$ cat src/rtl/spi_slave_pkg.sv
// spi_slave_pkg: shared SPI constants and the responder FSM state type
package spi_slave_pkg;
  localparam logic [7:0] SPI_IDLE_BYTE = 8'hff;
  localparam int SPI_BIT_CNT_W = 3;
  typedef logic [SPI_BIT_CNT_W-1:0] bit_cnt_t;
  typedef enum logic {ST_IDLE, ST_SHIFT} spi_state_e;
endpackage

$ cat src/rtl/spi_slave_sync_edge_detect.sv
// spi_slave_sync_edge_detect: multi-flop synchronizer with registered rise/fall pulses
module spi_slave_sync_edge_detect #(
  parameter int   SYNC_STAGES = 2,
  parameter logic RST_VAL     = 1'b0
) (
  input  logic raw_clk,
  input  logic reset,
  input  logic din,
  output logic rise,
  output logic fall
);
  logic [SYNC_STAGES-1:0] sync_q, sync_d;
  logic prev_q, prev_d, rise_q, rise_d, fall_q, fall_d;
  always_comb begin
    sync_d = {sync_q[SYNC_STAGES-2:0], din};
    prev_d = sync_q[SYNC_STAGES-1];
    rise_d = sync_q[SYNC_STAGES-1] && !prev_q;
    fall_d = !sync_q[SYNC_STAGES-1] && prev_q;
  end
  always_ff @(posedge raw_clk or posedge reset) begin
    if (reset) begin
      sync_q <= {SYNC_STAGES{RST_VAL}};
      prev_q <= RST_VAL;
      rise_q <= 1'b0;
      fall_q <= 1'b0;
    end else begin
      sync_q <= sync_d;
      prev_q <= prev_d;
      rise_q <= rise_d;
      fall_q <= fall_d;
    end
  end
  assign rise = rise_q;
  assign fall = fall_q;
endmodule

$ cat src/rtl/spi_slave.sv
// spi_slave: SPI mode-0 responder (MSB first) oversampled in raw_clk,
// with a byte/ready/clear handshake on the bus side.
module spi_slave
  import spi_slave_pkg::*;
#(
  parameter int         SYNC_STAGES = 2,
  parameter logic [7:0] IDLE_BYTE   = SPI_IDLE_BYTE
) (
  input  logic       raw_clk,
  input  logic       reset,
  input  logic       spi_sclk,
  input  logic       spi_cs_n,
  input  logic       spi_mosi,
  output logic       spi_miso,
  output logic       spi_miso_oe,
  input  logic [7:0] tx_data,
  input  logic       tx_load,
  output logic       tx_full,
  output logic [7:0] rx_data,
  output logic       rx_ready,
  input  logic       rx_ready_clear,
  output logic       busy,
  output logic       rx_overrun,
  output logic       tx_underrun,
  input  logic       status_clear
);
  spi_state_e state_q, state_d;
  bit_cnt_t bit_cnt_q, bit_cnt_d, bit_base;
  logic [7:0] tx_hold_q, tx_hold_d, tx_sh_q, tx_sh_d, rx_sh_q, rx_sh_d, rx_data_q, rx_data_d;
  logic tx_full_q, tx_full_d, rx_ready_q, rx_ready_d;
  logic rx_overrun_q, rx_overrun_d, tx_underrun_q, tx_underrun_d;
  logic [SYNC_STAGES:0] mosi_q, mosi_d;
  logic sclk_rise, sclk_fall, cs_rise, cs_fall;
  logic shift_st, start, in_frame, rise, fall, reload, done, mosi_sync;

  spi_slave_sync_edge_detect #(.SYNC_STAGES(SYNC_STAGES), .RST_VAL(1'b0)) u_sclk (
    .raw_clk(raw_clk), .reset(reset), .din(spi_sclk), .rise(sclk_rise), .fall(sclk_fall)
  );
  spi_slave_sync_edge_detect #(.SYNC_STAGES(SYNC_STAGES), .RST_VAL(1'b1)) u_cs (
    .raw_clk(raw_clk), .reset(reset), .din(spi_cs_n), .rise(cs_rise), .fall(cs_fall)
  );

  // mosi gets one extra flop so it lines up with the registered edge pulses
  always_comb begin
    shift_st = state_q == ST_SHIFT;
    start = !shift_st && cs_fall;
    in_frame = start || (shift_st && !cs_rise);
    rise = sclk_rise && in_frame;
    fall = sclk_fall && shift_st && !cs_rise;
    bit_base = start ? '0 : bit_cnt_q;
    reload = start || (fall && bit_cnt_q == '0);
    done = rise && bit_base == '1;
    mosi_d = {mosi_q[SYNC_STAGES-1:0], spi_mosi};
    mosi_sync = mosi_q[SYNC_STAGES];
    state_d = start ? ST_SHIFT : (shift_st && cs_rise) ? ST_IDLE : state_q;
    bit_cnt_d = bit_base + bit_cnt_t'(rise);
    tx_hold_d = tx_load ? tx_data : tx_hold_q;
    tx_full_d = tx_load || (tx_full_q && !reload);
    tx_sh_d = reload ? (tx_full_q ? tx_hold_q : IDLE_BYTE) : fall ? {tx_sh_q[6:0], 1'b0} : tx_sh_q;
    tx_underrun_d = (reload && !tx_full_q) || (tx_underrun_q && !status_clear);
    rx_sh_d = rise ? {rx_sh_q[6:0], mosi_sync} : rx_sh_q;
    rx_data_d = done ? {rx_sh_q[6:0], mosi_sync} : rx_data_q;
    rx_ready_d = done || (rx_ready_q && !rx_ready_clear);
    rx_overrun_d = (done && rx_ready_q && !rx_ready_clear) || (rx_overrun_q && !status_clear);
  end

  always_ff @(posedge raw_clk or posedge reset) begin
    if (reset) begin
      state_q <= ST_IDLE;
      bit_cnt_q <= '0;
      tx_hold_q <= '0;
      tx_sh_q <= '0;
      rx_sh_q <= '0;
      rx_data_q <= '0;
      tx_full_q <= 1'b0;
      rx_ready_q <= 1'b0;
      rx_overrun_q <= 1'b0;
      tx_underrun_q <= 1'b0;
      mosi_q <= '0;
    end else begin
      state_q <= state_d;
      bit_cnt_q <= bit_cnt_d;
      tx_hold_q <= tx_hold_d;
      tx_sh_q <= tx_sh_d;
      rx_sh_q <= rx_sh_d;
      rx_data_q <= rx_data_d;
      tx_full_q <= tx_full_d;
      rx_ready_q <= rx_ready_d;
      rx_overrun_q <= rx_overrun_d;
      tx_underrun_q <= tx_underrun_d;
      mosi_q <= mosi_d;
    end
  end

  assign busy = state_q == ST_SHIFT;
  assign spi_miso = busy && tx_sh_q[7];
  assign spi_miso_oe = busy;
  assign tx_full = tx_full_q;
  assign rx_data = rx_data_q;
  assign rx_ready = rx_ready_q;
  assign rx_overrun = rx_overrun_q;
  assign tx_underrun = tx_underrun_q;
endmodule
$ cat config.mk
export PLATFORM = sky130hd
export DESIGN_NAME = spi_slave
export DESIGN_NICKNAME = d
export VERILOG_FILES = /design/src/rtl/spi_slave_pkg.sv /design/src/rtl/spi_slave_sync_edge_detect.sv /design/src/rtl/spi_slave.sv
export SDC_FILE = /design/constraint.sdc
export NUM_CORES = 1
export LEC_CHECK = 0
export ABC_AREA = 1
export BUFFER_PORTS_ARGS = -buffer_cell sky130_fd_sc_hd__buf_2
export CAP_MARGIN = 10
export CELL_PAD_IN_SITES_DETAIL_PLACEMENT = 1
export CELL_PAD_IN_SITES_GLOBAL_PLACEMENT = 2
export CORE_MARGIN = 4
export CORE_UTILIZATION = 35
export DETAILED_ROUTE_END_ITERATION = 8
export PLACE_DENSITY_LB_ADDON = 0.1
export REMOVE_ABC_BUFFERS = 1
export SYNTH_ARGS = -nofsm -noshare
export SYNTH_HDL_FRONTEND = slang
export SYNTH_SLANG_ARGS = --single-unit
$ cat constraint.sdc
create_clock -name raw_clk -period 4.04 [get_ports raw_clk]
set_input_delay 0.202 -clock raw_clk [delete_from_list [all_inputs] [get_ports raw_clk]]
set_output_delay 0.202 -clock raw_clk [all_outputs]
set_load 0.01 [all_outputs]
# Yosys cells after proc, flatten, opt, wreduce, memory -nomap -nowiden
# Index checks and enable logic that the tools add are counted.
[totals] regBits=52 in_bits=16 out_inout_bits=15 word_cells=66
[op_classes] n_addsub=1 eq_ne=1 n_mux=6 n_reduce_logical=39
[op_table] op="$mux W8" count=3
[op_table] op="$logic_and A1 B1 Y1" count=20
[op_table] op="$logic_not A1 Y1" count=10
[op_table] op="$logic_or A1 B1 Y1" count=6
[op_table] op="$reduce_bool A2 Y1" count=2
[op_table] op="$add A3 B1 Y3" count=1
[op_table] op="$eq A3 B3 Y1 const B" count=1
[op_table] op="$logic_not A3 Y1" count=1
[op_table] op="$mux W3" count=1
[op_table] op="$mux W1" count=2

# Logic depth before layout (Yosys ltp)
# Gate-level depths: netlist of run 1.
[logic_depth] depth_word=8 mapped_depth=8 ltp_nobuf=7

# Hierarchy
# A second synthesis of run 1 with hierarchy kept.
[hier_totals] cells_unflattened=220 hier_area_um2=2113.3
[modules_own_cells] mod="spi_slave" n_inst=1 cells_per_inst=200 area_per_inst_um2=1821.7 seq_area_each_um2=1051.0
[modules_own_cells] mod="spi_slave_sync_edge_detect at u_cs" n_inst=1 cells_per_inst=10 area_per_inst_um2=147.6 seq_area_each_um2=128.9
[modules_own_cells] mod="spi_slave_sync_edge_detect at u_sclk" n_inst=1 cells_per_inst=10 area_per_inst_um2=143.9 seq_area_each_um2=125.1

# Worst setup path before layout of run 1
# No wires, ideal clock.
[synth_path] path_type="reg2reg" start="register state_q, in the netlist busy" end="register bit_cnt_q[2]" setup_time_ns=0.123 arrival_ns=1.391 required_time_ns=3.917 slack_ns=2.527 stages_incl_launch_ff=9 path_buffers=1 period_less_slack_ns=1.513 path_cell_list="dfrtp_1 -> inv_2 -> nand2_2 -> nand2_4 -> buf_6 -> inv_1 -> ha_1 -> ha_1 -> xnor2_1"
[synth_between] elab_chain_cells=5 word_cells_on_any_way=7 classes_between="1 x add/sub; 1 x mux; 5 x reduce/logical"
[synth_lines] item="start, declared" line_no="spi_slave.sv:27" text="spi_state_e state_q, state_d;"
[synth_lines] item="start signal, assigned" line_no="spi_slave.sv:81" text="state_q <= state_d;"
[synth_lines] item="$logic_not A1 Y1" line_no="spi_slave.sv:46" text="start = !shift_st && cs_fall;"
[synth_lines] item="$logic_and A1 B1 Y1" line_no="spi_slave.sv:46"
[synth_lines] item="$logic_or A1 B1 Y1" line_no="spi_slave.sv:47" text="in_frame = start || (shift_st && !cs_rise);"
[synth_lines] item="$logic_and A1 B1 Y1" line_no="spi_slave.sv:48" text="rise = sclk_rise && in_frame;"
[synth_lines] item="$add A3 B1 Y3 *" line_no="spi_slave.sv:56" text="bit_cnt_d = bit_base + bit_cnt_t'(rise);"
[synth_lines] item="via bit_cnt_d[2]" line_no="spi_slave.sv:28" text="bit_cnt_t bit_cnt_q, bit_cnt_d, bit_base;"
[synth_lines] item="end signal, assigned" line_no="spi_slave.sv:82" text="bit_cnt_q <= bit_cnt_d;"
[synth_lines] item="end, declared" line_no="spi_slave.sv:28"
# Mark *: on every way through the listed nets, which the timed path passes. The rest lies on a longest branch.
# A chain may end at the register's enable or synchronous reset.

# Final worst setup path of run 1
# Same ends and word-level chain as after synthesis.

==> results of run 1 <==
-- cell usage after synthesis --
library cell  count  area, um2
buf_2             1       5.00
buf_4             1       7.51
buf_6             2       22.5
clkinv_1          1       3.75
dfrtp_1          49       1230
dfstp_2           3       78.8
ha_1              2       25.0
inv_1            25       93.8
inv_2             1       3.75
nand2_1          80        300
nand2_2          10       62.6
nand2_4           3       33.8
nand2_8           1       20.0
nand3_1          23        115
nand3_2           1       10.0
nor2_1           14       52.6
nor2_4            1       11.3
nor2_8            2       40.0
o21a_1            1       7.51
o21ai_0           6       30.0
o21ai_1           2       10.0
o21ai_2           1       8.76
xnor2_1           1       8.76
-- final cells by class --
cell class | instances | area share [%]
flip-flops and latches | 52 | 50.5
clock inverters | 3 | 3.49
multi-input cells | 148 | 28.5
well taps | 75 | 3.63
clock buffers | 5 | 2.66
repair buffers | 34 | 7.27
inverters | 27 | 3.92
-- state kept, by name (all words and copies together), names as in the netlist, 2 cells and up --
signal         flops
rx_data            8
bit_cnt_q          3
tx_hold_q          8
tx_sh_q            8
rx_sh_q            7
mosi_q             3
u_cs.sync_q        2
u_sclk.sync_q      2
-- how the worst max path moves through the flow --
stage,startpoint,cells past startpoint,slack (ns),to
floorplan,busy$_DFFE_PP0P_,7,2.54,bit_cnt_q[2]$_DFF_PP0_
global placement,busy$_DFFE_PP0P_,7,2.59,bit_cnt_q[2]$_DFF_PP0_
detailed placement,busy$_DFFE_PP0P_,7,2.51,bit_cnt_q[2]$_DFF_PP0_
CTS,busy$_DFFE_PP0P_,7,2.50,bit_cnt_q[2]$_DFF_PP0_
global route,busy$_DFFE_PP0P_,7,2.38,bit_cnt_q[2]$_DFF_PP0_
finish,busy$_DFFE_PP0P_,7,2.52,bit_cnt_q[2]$_DFF_PP0_
-- critical path, delay by kind of cell, from the launching register on --
kind / cells / cell delay, ns
xor gates and xnor gates: 1 / 0.12
adders and majority gates: 2 / 0.37
buffers and inverters: 2 / 0.17
DFF: 1 / 0.45
and+or+nand+nor: 2 / 0.31
-- timing repair --
action,in CTS,in global routing
endpoints found under the hold margin,3,0
hold buffers,3,0
resized for setup,0,0
-- layer usage --
metal	GRT usage (%)	part of all wire (%)
met1	17.4	50
met2	19.2	44
met3	2.84	4.7
met4	2.55	0.69
met5	0	0
-- power by group through the flow --
stage               Combinational (W)  Sequential (W)  Clock, W
floorplan                    0.000294        0.000689         0
global placement             0.000385        0.000699         0
detailed placement           0.000393        0.000699         0
CTS                          0.000399        0.000691  0.000493
global route                 0.000453        0.000705  0.000513
finish                       0.000389        0.000689  0.000476
-- cells by family (layout without fill, tap and decap cells) --
family,after synthesis,in the layout
simple gates,135,135
flops,52,52
buf+inv,31,69
compound gates,10,10
fa+ha+maj,2,2
xor+xnor,1,1
-- per-stage QoR --
stage                     power, W  area, um2  worst slack [ns]  hold WS (ns)
after detailed placement   0.00109       2390              2.51         0.309
after global routing       0.00167       2580              2.38         0.103
after floorplan           0.000984       2140              2.54         0.206
final                      0.00155       2580              2.52        0.0609
after CTS                  0.00158       2580              2.50        0.0914
after global placement     0.00108       2390              2.59         0.308
==> metrics.csv, run 1 <==
metric,value,unit
Peak VDD IR,0.259,mV
PD cells,602,mW/mm2
post-synthesis compound-gate area fraction,2.59,%
yosys warns,0,
Final setup violation count,0,
Final TNS setup,0,ns
placed insts,333,
IO Pins,31,
Via Count,1497,
Tot GR Track Use,12.3,%
largest family of logic cells by synthesized area,simple AND/OR/NAND/NOR gates,
Detailed Place HPWL,2920,um
share of cells above drive strength 1,23.4,%
TritonCTS Sinks,52,
Core ar.,0.00599,mm2
internal power consumption,0.00107,W
sequential cell area fraction in the yosys report,59.9,%
mux cell area share after synthesis,0,%
path depth of the worst reg2reg path,7,
LEAKAGE,1.44,nW
Fillers,704,
flop2flop setup slack,2.52,ns
simple logic cell fraction of the synthesized area,29.7,%
"Slew Viols, Final",0,
post-synth cell types,23,
Synth-to-Final Area Change,18.6,%
Post-Syn Area,0.00218,mm2
XOR/XNOR Fraction of Synth Area,0.402,%
syn avg cell area,9.42,um2
Detailed Routing Iterations Pass 1,4,
most frequent cells in the layout,"nand2_1, dfrtp_1, buf_2, inv_1, nand3_1",
Syn Inst Count,231,
Die X-Extent,86.9,um
Final Hold Viols,0,
Final Skew,0.00651,ns
crit end category,flip-flop,
r2r startpoint,busy$_DFFE_PP0P_,
slowest CP cell,dfrtp_1,
Clock power frac,30.6,%
Combinational Power Share,25.0,%
Die Height,86.9,um
die area,0.00755,mm2
clock root cell,clkbuf_8,
largest net degree at the start of global routing,53,
vias in the first global route,1579,
via/cell ratio,4.35,
Final Cycle Share,37.7,%
cts bufs inserted,5,
fin crit period,1.52,ns
first-pass GRT wire length,7380,um
Crit path top cell by count,ha_1,
Clock Tree Buf Depth,2,
CTS tree,done,
Least-Margin Pin Slew,0.647,ns
Antenna Nets Post-Route,0,
CP Launch Type,flip-flop,
RSZ-0062 raised after global routing,false,
register area,0.00131,mm2
"Clk Latency, worst-skew pair",0.30,ns
postcts setup bufs,0,
status,completed,
clock slew at reported path FFs,0.09,ns
"non-filler cells, final",344,
Starting Density,36.3,%
Setup Crit Path Kind,reg -> reg,
"commonest non-fill, non-tap cell in the layout",nand2_1,
number of synthesized register bits,52,
adder-cell share of the synthesized area,1.15,%
PortBufs,30,
"Arr. time, crit path",1.71,ns
net switching share of the total power,31.1,%
final net count,286,
Rel. slew slack,56.9,%
Highest Clock Rate,0.657,GHz
sequential share of power,44.3,%
Util after Layout,43.1,%
DRT iter0 DRCs,63,
area of the multi-input gates,736,um2
Sw Pwr,0.000484,W
Hold WC Path Type,in -> async,
GRT overflow,0,
# DRC,0,
Inserted Diodes,0,
CP Cell Sequence,"inv_2, nand2_2, nand2_4, inv_1, ha_1, ha_1, xnor2_1",
routability congestion estimate,0.707,
WL/cell,12.2,um
Crit Path Max Fanout,11,
WP data required,4.23,ns
Max stage delay on crit path,0.45,ns
antenna violations before repair,0,
Site Rows,28,
Reg-to-Reg End,bit_cnt_q[2]$_DFF_PP0_,
post-detailed-routing wire length,4180,um
Maximum Capacitance Violations,0,
total number of H-tree levels,2,
(Power assumes the default switching activity.)
==> run 2, diff against run 1 <==
- ABC_AREA: 1 -> 0
- clock period: 4.04 -> 1.4 ns (I/O delays scaled with it)
==> metrics.csv, run 2 <==
metric,value,unit
final net count,223,
"Arr. time, crit path",1.39,ns
Inserted Diodes,0,
GRT overflow,0,
post-detailed-routing wire length,4020,um
mux cell area share after synthesis,15.0,%
commonest cells in the netlist,"dfrtp_1, mux2_4, nand2_1, mux2_2, nor3_1",
Reg-to-Reg End,rx_data[5]$_DFFE_PP0P_,
first-pass GRT wire length,6960,um
failing checks,setup timing,
Final Cycle Share,104,%
share of cells above drive strength 1,51.5,%
number of synthesized register bits,52,
Antenna Nets Post-Route,0,
Hold WC Path Type,in -> reg,
cells taking the most area after synthesis,"dfrtp_1, mux2_4, mux2_2",
top-count cell post-synth,dfrtp_1,
Highest Clock Rate,0.686,GHz
adder-cell share of the synthesized area,1.19,%
Die X-Extent,85.4,um
post-synthesis compound-gate area fraction,5.85,%
Via Count,1293,
flop2flop setup slack,-0.05,ns
XOR/XNOR Fraction of Synth Area,0.418,%
Hold Crit Endpoint,tx_hold_q[7]$_DFFE_PP0P_,
"commonest non-fill, non-tap cell in the layout",dfrtp_1,
setup ws final,-0.0568,ns
Least-Margin Pin Slew,0.289,ns
Tot GR Track Use,12.1,%
PD cells,1460,mW/mm2
RSZ-0062 raised after global routing,true,
Setup Crit Path Kind,reg -> out,
Max stage delay on crit path,0.42,ns
Final setup violation count,19,
r2r startpoint,busy$_DFFE_PP0P_,
# DRC,0,
Crit path top cell by count,buf_4,
slowest CP cell,dfrtp_1,
vias in the first global route,1407,
Die Height,85.4,um
Final Skew,0.0103,ns
Yosys top cell area share,58.5,%
cell taking the most area after synthesis,dfrtp_1,
via/cell ratio,4.65,
TritonCTS Sinks,52,
yosys warns,0,
sequential cell area fraction in the yosys report,62.2,%
total number of H-tree levels,2,
simple logic cell fraction of the synthesized area,12.5,%
clock slew at reported path FFs,0.08,ns
CP Launch Type,flip-flop,
LEAKAGE,1.37,nW
CP Cell Sequence,"buf_4, buf_4, buf_4, and2_2, buf_2",
Async SR Flop Fraction,100,%
largest net degree at the start of global routing,53,
most frequent cells in the layout,"dfrtp_1, buf_2, mux2_4, dlygate4sd3_1, buf_4",
syn avg cell area,14.6,um2
Worst Path Buf+Inv,4,
die area,0.00729,mm2
largest family of logic cells by synthesized area,multiplexers,
Final Hold Viols,0,
Crit Path Max Fanout,4,
hold path start,tx_data[7],
Post-Syn Area,0.00210,mm2
path depth of the worst reg2reg path,5,
WP data required,1.33,ns
main flop type after synthesis,dfrtp_1,
IO Pins,31,
Maximum Capacitance Violations,0,
Detailed Place HPWL,2680,um
"Slew Viols, Final",0,
Detailed Routing Iterations Pass 1,2,
antenna violations before repair,0,
Syn Inst Count,144,
routability congestion estimate,0.689,
PortBufs,30,
Starting Density,37.2,%
WL/cell,14.4,um
cts bufs inserted,5,
Rel. slew slack,80.7,%
fin crit period,1.46,ns
status,finished with violations,
CTS tree,done,
clock root cell,clkbuf_8,
Post-synth EDFFs,0,
hold path depth,2,
Util after Layout,49.7,%
Site Rows,27,
Peak VDD IR,0.697,mV
Synth-to-Final Area Change,33.8,%
total power,0.00409,W
"CP delay by family, top",buffers and inverters,
DRT iter0 DRCs,17,
Core ar.,0.00564,mm2
Clock Tree Buf Depth,2,
post-synth cell types,30,
"Clk Latency, worst-skew pair",0.30,ns
crit end category,output port,
run 2: changes by cell type after synthesis, moves of 3 or more:
cell and change:
nand2_2 -10, o31ai_1 +7, mux2_2 +8, inv_1 -20, nand2_1 -71, nand3_1 -23, nor2b_1 +4, and2_2 +3
nand2_4 -3, mux2_4 +15, nor2_1 -7, nor3_1 +8
run 2: layer usage:
layer	routed length (um)	part of all wire (%)	track usage (%)
met1	1770	44	15.5
met2	1960	49	19.4
met3	218	5.4	3.50
met4	63	1.6	4.32
met5	0	0	0
run 2: cells by family (layout without fill, tap and decap cells):
| family | Yosys count | after routing |
|---|---|---|
| DFF | 52 | 52 |
| and+or+nand+nor | 41 | 41 |
| muxes | 23 | 23 |
| AOI/OAI and AO/OA | 15 | 15 |
| buffers and inverters | 10 | 72 |
| adders and majority gates | 2 | 2 |
| xor gates and xnor gates | 1 | 1 |
run 2: repair_timing:
item,in CTS,in global routing
endpoints found under the setup margin,25,28
endpoints found under the hold margin,58,3
gates cloned,0,3
pin swaps,3,2
buffers inserted,1,2
hold buffers,9,3
gates resized for setup,8,14
run 2: where the power goes:
| group | total, W | internal [W] | switching (W) | leakage, nW |
|---|---|---|---|---|
| Clock | 0.000861 | 0.000404 | 0.000457 | 0.0455 |
| Sequential | 0.00200 | 0.00179 | 0.000207 | 0.648 |
| Combinational | 0.00123 | 0.000646 | 0.000583 | 0.673 |
run 2: stage by stage:
step	instances	area (um2)	setup WS [ns]	hold slack, ns	setup TNS [ns]
2_1_floorplan	139	2060	-0.377	0.0745	-3.54
4_1_cts	271	2640	-0.0643	0.00161	-0.651
5_1_grt	278	2810	-0.126	0.00383	-2.26
3_3_place_gp	253	2410	-0.0376	0.130	-0.349
6_report	278	2810	-0.0568	0.0144	-0.724
3_5_place_dp	253	2410	-0.117	0.145	-1.64
run 2: worst reg2reg max path: stages, from the launching register on:
cell and delay (ns):
dfrtp_1 0.42, buf_6 0.14, nor2b_4 0.13, o21ai_4 0.10, nor2_8 0.24, mux2_4 0.33
run 2: final cells by class:
| cell class | count | area, um2 |
|---|---|---|
| Multi-Input combinational cell | 82 | 833 |
| Fill cell | 594 | 2840 |
| Tap cell | 72 | 90.1 |
| Inverter | 5 | 18.8 |
| Sequential cell | 52 | 1310 |
| Timing Repair Buffer | 59 | 469 |
| Clock buffer | 8 | 90.1 |
run 2: how the worst max path moves through the flow:
stage | from | end | slack [ns] | depth (start not counted)
3_3_place_gp | busy$_DFFE_PP0P_ | bit_cnt_q[2]$_DFF_PP0_ | -0.04 | 6
6_report | busy$_DFFE_PP0P_ | spi_miso | -0.06 | 5
4_1_cts | busy$_DFFE_PP0P_ | rx_data[5]$_DFFE_PP0P_ | -0.06 | 5
2_1_floorplan | busy$_DFFE_PP0P_ | bit_cnt_q[2]$_DFF_PP0_ | -0.38 | 6
5_1_grt | busy$_DFFE_PP0P_ | spi_miso | -0.13 | 5
3_5_place_dp | busy$_DFFE_PP0P_ | bit_cnt_q[2]$_DFF_PP0_ | -0.12 | 6
